$ cat src/rtl/regfile_write_scheduler.sv
// regfile_write_scheduler
// Shares the single register-file write port between the ALU writeback (A)
// and the load writeback (B) using a round-robin pointer. Also keeps a
// per-register busy scoreboard, so decode can stall on pending sources and
// refuse a second reservation of a register that is still in flight.
// Register 0 is hard-wired to zero. It is never reserved, never written and
// never stalls.
module regfile_write_scheduler #(
    parameter int ADDR_W = 4,
    parameter int DATA_W = 16
) (
    input  logic                     CLK,
    input  logic                     RST,

    input  logic                     rsv_valid,
    input  logic [ADDR_W-1:0]        rsv_rd,
    output logic                     rsv_ready,

    input  logic [ADDR_W-1:0]        q_rs,
    input  logic [ADDR_W-1:0]        q_rt,
    output logic                     q_stall,

    input  logic                     a_valid,
    input  logic [ADDR_W-1:0]        a_rd,
    input  logic [DATA_W-1:0]        a_data,
    output logic                     a_ready,

    input  logic                     b_valid,
    input  logic [ADDR_W-1:0]        b_rd,
    input  logic [DATA_W-1:0]        b_data,
    output logic                     b_ready,

    output logic                     RegWre,
    output logic [ADDR_W-1:0]        rd,
    output logic [DATA_W-1:0]        WriteData,
    output logic [(1<<ADDR_W)-1:0]   busy,
    output logic                     err
);

    localparam int NREG = 1 << ADDR_W;

    // Registered state
    logic                pri_q,     pri_d;      // 0: A wins a tie, 1: B wins a tie
    logic [NREG-1:0]     busy_q,    busy_d;
    logic                err_q,     err_d;
    logic                regwre_q,  regwre_d;
    logic [ADDR_W-1:0]   rd_q,      rd_d;
    logic [DATA_W-1:0]   wdata_q,   wdata_d;

    // Grant and scoreboard decode
    logic                grant_a;
    logic                grant_b;
    logic                grant;
    logic [ADDR_W-1:0]   grant_rd;
    logic [DATA_W-1:0]   grant_data;
    logic                grant_wr;      // granted write targets a real register
    logic                rsv_fire;      // reservation accepted for a real register

    // Arbitration and handshake outputs; everything is forced quiet during reset
    always_comb begin
        grant_a    = !RST && a_valid && (!b_valid || !pri_q);
        grant_b    = !RST && b_valid && (!a_valid ||  pri_q);
        grant      = grant_a || grant_b;
        grant_rd   = grant_a ? a_rd   : b_rd;
        grant_data = grant_a ? a_data : b_data;
        grant_wr   = grant && (grant_rd != '0);

        a_ready    = grant_a;
        b_ready    = grant_b;

        // A register whose clear is happening this cycle is still refused:
        // the decision uses the current busy value only.
        rsv_ready  = !RST && ((rsv_rd == '0) || !busy_q[rsv_rd]);
        rsv_fire   = rsv_valid && rsv_ready && (rsv_rd != '0);

        q_stall    = !RST && (((q_rs != '0) && busy_q[q_rs]) ||
                              ((q_rt != '0) && busy_q[q_rt]));
    end

    // Next-state for pointer, scoreboard, error flag and write port
    always_comb begin
        pri_d    = pri_q;
        busy_d   = busy_q;
        err_d    = err_q;
        regwre_d = 1'b0;
        rd_d     = rd_q;
        wdata_d  = wdata_q;

        if (grant) begin
            pri_d = grant_a;
        end

        if (grant_wr) begin
            regwre_d = 1'b1;
            rd_d     = grant_rd;
            wdata_d  = grant_data;
            busy_d[grant_rd] = 1'b0;
            if (!busy_q[grant_rd]) begin
                err_d = 1'b1;
            end
        end

        // Applied after the clear so a younger reservation of the same
        // register survives a simultaneous writeback.
        if (rsv_fire) begin
            busy_d[rsv_rd] = 1'b1;
        end

        busy_d[0] = 1'b0;
    end

    // State registers with synchronous reset. A write registered on the edge
    // before reset is still presented for its one cycle.
    always_ff @(posedge CLK) begin
        if (RST) begin
            pri_q    <= 1'b0;
            busy_q   <= '0;
            err_q    <= 1'b0;
            regwre_q <= 1'b0;
            rd_q     <= '0;
            wdata_q  <= '0;
        end else begin
            pri_q    <= pri_d;
            busy_q   <= busy_d;
            err_q    <= err_d;
            regwre_q <= regwre_d;
            rd_q     <= rd_d;
            wdata_q  <= wdata_d;
        end
    end

    assign RegWre    = regwre_q;
    assign rd        = rd_q;
    assign WriteData = wdata_q;
    assign busy      = busy_q;
    assign err       = err_q;

endmodule

$ cat config.mk
export PLATFORM = sky130hd
export DESIGN_NAME = regfile_write_scheduler
export DESIGN_NICKNAME = d
export VERILOG_FILES = /design/src/rtl/regfile_write_scheduler.sv
export SDC_FILE = /design/constraint.sdc
export NUM_CORES = 1
export LEC_CHECK = 0
export ABC_AREA = 0
export BUFFER_PORTS_ARGS = -buffer_cell sky130_fd_sc_hd__buf_2
export CAP_MARGIN = 10
export CORE_AREA = 8 8 83 85
export CTS_CLUSTER_DIAMETER = 200
export CTS_CLUSTER_SIZE = 40
export DETAILED_ROUTE_END_ITERATION = 10
export DIE_AREA = 0 0 91 93
export GPL_TIMING_DRIVEN = 0
export PLACE_DENSITY = 0.75
export SLEW_MARGIN = 20
export SYNTH_ARGS = -nofsm -noshare
export SYNTH_HDL_FRONTEND = slang
export SYNTH_SLANG_ARGS = --single-unit
$ cat constraint.sdc
create_clock -name CLK -period 1.9 [get_ports CLK]
set_input_delay 0.19 -clock CLK [delete_from_list [all_inputs] [get_ports CLK]]
set_output_delay 0.19 -clock CLK [all_outputs]
set_load 0.02 [all_outputs]
==> results of run 1 <==
==> power groups by stage <==
stage          registers [mW]  clock network (mW)  logic [mW]
5_1_grt                 0.871               0.590       0.556
6_report                0.866               0.554       0.507
4_1_cts                 0.865               0.560       0.478
2_1_floorplan           0.938                   0       0.223
3_3_place_gp            0.887                   0       0.450
3_5_place_dp            0.889                   0       0.456
==> worst min-delay path, cell delays in order <==
cell and delay [ns]:
buf_2 0.09, nand2_1 0.04, a311oi_1 0.07
==> layer usage <==
metal,track usage,routed length (microns),vias to the layer above
met5,0,0,-
met4,0.0559,201,0
met3,0.0729,765,16
met2,0.300,3690,119
met1,0.195,3070,1174
li1,-,-,1263
==> placed cells by master (no fill, tap or decap), types with 8 or more instances in the layout <==
master    count
a311oi_1     16
clkbuf_1      8
nor2_1       30
a21oi_1      20
dfxtp_1      25
mux4_2       12
buf_2        93
buf_4        16
nand2_1      54
dfxtp_2       9
o21ai_0      13
==> flip-flops by register name, summed over array words and instances, names as in the netlist <==
name       cells
err            1
pri_q          1
rd             4
RegWre         1
busy          15
WriteData     16
==> area by class of cell <==
| type | instances | area, sq um | area share |
|---|---|---|---|
| Timing Repair Buffer | 109 | 609 | 0.190 |
| Buffer | 17 | 104 | 0.0323 |
| Clock buffer | 6 | 82.6 | 0.0257 |
| Multi-Input combinational cell | 217 | 1500 | 0.468 |
| Sequential cell | 38 | 787 | 0.245 |
| Tap cell | 75 | 93.8 | 0.0292 |
| Inverter | 8 | 32.5 | 0.0101 |
==> cell families after synthesis <==
group / Yosys count / share of synthesized area
simple gates: 117 / 0.227
compound gates: 74 / 0.223
flops: 38 / 0.325
mux: 25 / 0.177
buf+inv: 25 / 0.0465
other cells: 1 / 0.00160
==> per-stage QoR <==
step	setup slack (ns)	utilization	cell area (sq um)
4_1_cts	-0.128	0.549	3110
2_1_floorplan	0.0813	-	2350
3_3_place_gp	-0.201	0.513	2910
3_5_place_dp	-0.285	0.513	2910
5_1_grt	-0.180	0.566	3210
6_report	-0.116	0.566	3210
==> how the worst min path moves through the flow <==
stage	slack, ns	to
final	0.16	WriteData[3]
after global routing	0.17	WriteData[9]
after CTS	0.16	WriteData[12]
after detailed placement	0.46	WriteData[12]
after global placement	0.46	WriteData[12]
after floorplan	0.35	WriteData[10]
==> what timing repair did <==
item / 4_1_cts / 5_1_grt
hold buffers: 0 / 0
endpoints found under the setup margin: 31 / 23
cloned: 0 / 1
pin swaps: 2 / 11
resized for setup: 25 / 20
buffers inserted: 9 / 5
==> summary.md, run 1 <==
| Metric | Value |
|---|---|
| Drt pass-1 iters | `4` |
| Gr usage total | `0.176` |
| Vias in the first global route | `2,588` |
| Clk_lat worst skew | `0.29 ns` |
| Top cell type's share of synthesized area | `0.325` |
| Final non-filler cell total | `470` |
| Syn_area_per_cell | `around 8.4 sq um` |
| Net Sw Frac | `0.309` |
| Yosys cell types | `47` |
| R2R depth | `8` |
| Die Height | `93 microns` |
| Final ANT Viol Nets | `0` |
| Worst Setup Path Type | `flop to output port` |
| Initial antenna violation count | `0` |
| Post-synth EDFFs | `0` |
| HP Class | `input pin to flop` |
| Most numerous cell on the critical path | `mux4_2` |
| DR vias | `2,572` |
| Top post-synthesis cells by area | `dfxtp_1, mux4_2, nand2_1, a311oi_1, nor2_1` |
| Synth area leader | `dfxtp_1` |
| GPL Wtd Cong | `0.892` |
| Max-cap violation count | `0` |
| Clock power frac | `0.287` |
| Port Buffers | `94` |
| Final Hold Vio Count | `0` |
| Starting Density | `0.413` |
| Post-synth top cells | `nand2_1, dfxtp_1, nor2_1` |
| Max Clk Rate | `496 MHz` |
| Site Rows | `28` |
| Seq pwr share | `0.449` |
| Most common cell in the synthesized netlist | `nand2_1` |
| Seq/Total Area, Yosys | `0.325` |
| Critical Path Stages | `4` |
| Clock-pin slew on the worst setup and hold paths | `about 0.08 ns` |
| Remaining Overflow, GRT | `0` |
| Combinational share of power | `0.263` |
| H-tree depth | `2` |
| Dpl hpwl | `5.83 mm` |
| P_sw | `0.596 mW` |
| Post-layout worst setup margin | `-0.116 ns` |
| FF-to-FF End | `WriteData[0]` |
| Fin crit period | `slightly above 2 ns` |
| Synth async-reset ratio | `0` |
| Worst R2R Start | `pri_q` |
| First-pass GRT wire length | `12.3 mm` |
| Root buf cell | `clkbuf_8` |
| R2R Setup Slk | `0.07 ns` |
| WP data required | `1.71 ns` |
| DRT iter0 DRCs | `242` |
| Leak Pwr | `1.44 nW` |
| Setup tns final | `-0.188 ns` |
| Endpoint type of the worst setup path | `output port` |
| Final period util | `1.06` |
| Final Max Tran Viols | `0` |
| Arr. time, crit path | `~1.8 ns` |
| Synth Register Bits | `38` |
| Power density cells | `roughly 600 nW/um^2` |
| Failing checks | `negative setup slack` |
| DR WL/cell | `16.4 microns` |
| Nets | `453` |
| Cells after Synth | `280` |
| Internal | `1.33 mW` |
| Placed cell count | `449` |
| Largest net degree at the start of global routing | `11` |
| Max incr delay on CP | `0.48 ns` |
| HP Start | `a_data[3]` |
| Slew headroom | `0.611` |
| Antenna Cells | `0` |
| Peak supply drop | `0.393 mV` |
| Worst Setup EP | `rsv_ready` |
| Hold slack | `0.162 ns` |
| Top FF cell, synth | `dfxtp_1` |
| Worst Setup Start Kind | `flop` |
| Die W | `91 microns` |
| Worst Skew | `0.0118 ns` |
| Final Total Pwr | `1.93 mW` |
| Area grow syn2layout | `37.2%` |
| Net Count, Synth | `337` |
| Crit. Startpoint | `busy[9]` |
| Via density | `5.47` |
| Num ports | `99` |
| CTS Buf Count | `5` |
| CP top delay family | `multiplexers` |
| Share of layout cells above drive strength 1 | `0.413` |
| Fill count | `543` |
| Slowest-stage cell, CP | `mux4_2` |
| Clock sink count | `38` |
| Area of the die | `8460 sq um` |
| Crit Path Max Fanout | `3` |
| DR DRC count | `0` |
| Hold-critical path depth | `3` |
| CP Cell Sequence | `mux4_2, mux4_2, nor2_2, buf_6` |
| Worst-margin pin slew | `0.583 ns` |
| Synth warnings | `0` |
| Core area | `approximately 5700 sq um` |
| RSZ-0062 raised after global routing | `yes` |
| CP Buf/Inv Count | `1` |
| Setup violators final | `2` |
| Total Wirelength | `7.72 mm` |
| Maximum clock insertion buffer count | `2` |
| Synth Cell Area | `2340 sq um` |
| CTS tree | `yes` |
| Outcome | `finished with violations` |
Note: power is estimated with default switching activity, not from simulation.
==> inputs of run 2 (changes only) <==
--- a/config.mk
+++ b/config.mk
@@ -8,14 +8,16 @@
 export ABC_AREA = 0
 export BUFFER_PORTS_ARGS = -buffer_cell sky130_fd_sc_hd__buf_2
 export CAP_MARGIN = 10
-export CORE_AREA = 8 8 83 85
+export CORE_AREA = 8 8 61 114
+export CTS_BUF_LIST = sky130_fd_sc_hd__clkbuf_4 sky130_fd_sc_hd__clkbuf_8
 export CTS_CLUSTER_DIAMETER = 200
 export CTS_CLUSTER_SIZE = 40
 export DETAILED_ROUTE_END_ITERATION = 10
-export DIE_AREA = 0 0 91 93
+export DIE_AREA = 0 0 69 122
 export GPL_TIMING_DRIVEN = 0
-export PLACE_DENSITY = 0.75
+export PLACE_DENSITY = 0.76
 export SLEW_MARGIN = 20
 export SYNTH_ARGS = -nofsm -noshare
 export SYNTH_HDL_FRONTEND = slang
 export SYNTH_SLANG_ARGS = --single-unit
+export TNS_END_PERCENT = 100
==> run 2 against run 1 <==
Against the previous run: register-to-register slack worse by 0.02 ns; routed wire length is 6.7% higher; clock-buffer cell count is 2 higher; clock skew is 0.0091 ns lower; fmax is 3.5% lower; worst setup slack worse by 0.073 ns; flip-flop and latch count stayed put; final cell count is 3.4% lower; critical path depth stayed put; highest routed layer unchanged; total power is 5.5% higher; die area is 0.53% lower; combinational power hardly changed; the flow still finishes with violations (negative setup slack).
==> summary.md, run 2 (synthesis results as in run 1) <==
| Metric | Value |
|---|---|
| Outcome | `finished with violations (unchanged)` |
| Failing checks | `negative setup slack (unchanged)` |
| Hold-fix buffers, CTS | `0 (unchanged)` |
| Worst Setup Path Type | `flop to output port (unchanged)` |
| Endpoint type of the worst setup path | `output port (unchanged)` |
| Final ANT Viol Nets | `0 (unchanged)` |
| Max-cap violation count | `0 (unchanged)` |
| Clock-pin slew on the worst setup and hold paths | `0.07 ns (was 0.08 ns)` |
| Die Height | `122 microns (was 93 microns)` |
| Root buf cell | `clkbuf_8 (unchanged)` |
| Area grow syn2layout | `36.7% (was 37.2%)` |
| Gr usage total | `0.190 (was 0.176)` |
| Max Clk Rate | `479 MHz (was 496 MHz)` |
| R2R Setup Slk | `0.05 ns (was 0.07 ns)` |
| Power density cells | `635 nW/um^2 (was 600 nW/um^2)` |
| Vias in the first global route | `2,763 (was 2,588)` |
| Placed cell count | `434 (was 449)` |
| Hold slack | `0.144 ns (was 0.162 ns)` |
| Num ports | `99 (unchanged)` |
| Maximum clock insertion buffer count | `2 (unchanged)` |
| CTS Buf Count | `5 (unchanged)` |
| Largest register FFs | `16 (unchanged)` |
| Core area | `5420 sq um (was 5680 sq um)` |
| H-tree depth | `2 (unchanged)` |
| GPL Wtd Cong | `0.916 (was 0.892)` |
| DRT iter0 DRCs | `121 (was 242)` |
| Final period util | `1.10 (was 1.06)` |
| DR DRC count | `0 (unchanged)` |
| Site Rows | `38 (was 28)` |
| Setup violators final | `2 (unchanged)` |
| CP Cell Sequence | `mux4_2, mux4_2, nor2_2, buf_6 (unchanged)` |
| Starting Density | `0.432 (was 0.413)` |
| Slew headroom | `0.618 (was 0.611)` |
| Clock sink count | `38 (unchanged)` |
| Total Wirelength | `8.24 mm (was 7.72 mm)` |
| Arr. time, crit path | `1.90 ns (was 1.83 ns)` |
| Antenna Cells | `0 (unchanged)` |
| Most common cell after layout, fill and taps aside | `buf_2 (unchanged)` |
| Fin crit period | `2.09 ns (was 2.02 ns)` |
| Post-layout util | `0.591 (was 0.566)` |
| Largest net degree at the start of global routing | `12 (was 11)` |
| Worst Setup Start Kind | `flop (unchanged)` |
| Nets | `450 (was 453)` |
| Dpl hpwl | `6.39 mm (was 5.83 mm)` |
| Pre-CTS setup slack | `-0.347 ns (was -0.285 ns)` |
| Worst-margin pin slew | `0.573 ns (was 0.583 ns)` |
| Post-layout worst setup margin | `-0.189 ns (was -0.116 ns)` |
| CTS tree | `yes (unchanged)` |
| WP data required | `1.71 ns (about the same)` |
| Port Buffers | `94 (unchanged)` |
| Max incr delay on CP | `0.52 ns (was 0.48 ns)` |
| Via density | `5.81 (was 5.47)` |
| Initial antenna violation count | `0 (unchanged)` |
| Die W | `69 microns (was 91 microns)` |
| Peak supply drop | `0.645 mV (was 0.393 mV)` |
| Remaining Overflow, GRT | `0 (unchanged)` |
| DR WL/cell | `18.1 microns (was 16.4 microns)` |
| HP Class | `input pin to flop (unchanged)` |
| Leak Pwr | `1.44 nW (about the same)` |
| Area of the die | `8420 sq um (was 8460 sq um)` |
| Final Hold Vio Count | `0 (unchanged)` |
| Crit Path Max Fanout | `5 (was 3)` |
| DR vias | `2,640 (was 2,572)` |
| Final Total Pwr | `2.03 mW (was 1.93 mW)` |
| Clk_lat worst skew | `0.30 ns (was 0.29 ns)` |
| Worst Skew | `0.00266 ns (was 0.0118 ns)` |
| Commonest cells after routing, fill and taps aside | `buf_2, nand2_1, nor2_1 (unchanged)` |
| RSZ-0062 raised after global routing | `yes (unchanged)` |
| Slowest-stage cell, CP | `mux4_2 (unchanged)` |
| First-pass GRT wire length | `13.2 mm (was 12.3 mm)` |
| Share of layout cells above drive strength 1 | `0.419 (was 0.413)` |
| Final Max Tran Viols | `0 (unchanged)` |
| Final non-filler cell total | `454 (was 470)` |
| Drt pass-1 iters | `4 (unchanged)` |
| Most numerous cell on the critical path | `mux4_2 (unchanged)` |
## run 2: cell count changes in the layout (fill, tap and decap cells not counted), sizes merged
cell    change
buf         -4
clkbuf      +3
## run 2: layer usage
layer,wire [microns],up-vias,track usage
met5,0,-,0
met4,489,0,0.145
met3,611,39,0.0619
met2,4480,128,0.355
met1,2660,1220,0.161
li1,-,1253,-
## run 2: final timing paths
check,start,end,depth (start not counted)
setup / recovery,busy[11],rsv_ready,4
setup reg to reg,pri_q,busy[3],8
hold reg to reg,rd[3],rd[3],2
hold / removal,a_data[3],WriteData[3],3
## run 2: what timing repair did
item / CTS / global route
pin swaps: 3 / 4
cloned: 0 / 1
setup buffers: 6 / 5
endpoints found under the setup margin: 33 / 33
resized for setup: 26 / 18
## run 2: layout make-up
class,count,area [sq um]
Multi-Input combinational cell,217,1530
Inverter,8,32.5
Timing Repair Buffer,106,571
Tap cell,60,75.1
Sequential cell,38,782
Clock buffer,8,110
Fill cell,532,2220
Buffer,17,97.6
## run 2: critical path, delay by kind of cell (launching register included)
kind,cells,cell delay (ns)
muxes,2,1.01
DFF,1,0.36
buffers and inverters,1,0.13
and+or+nand+nor,1,0.10
## run 2: metrics by stage
step	cell area, sq um	TNS, ns
global placement	2890	-4.32
detailed placement	2890	-6.44
CTS	3100	-0.295
global route	3200	-0.462
floorplan	2350	0
finish	3200	-0.280
## run 2: power by group
part	total, mW	internal, mW	switching [mW]
clock	0.661	0.366	0.295
combinational	0.504	0.207	0.298
sequential	0.867	0.838	0.0286
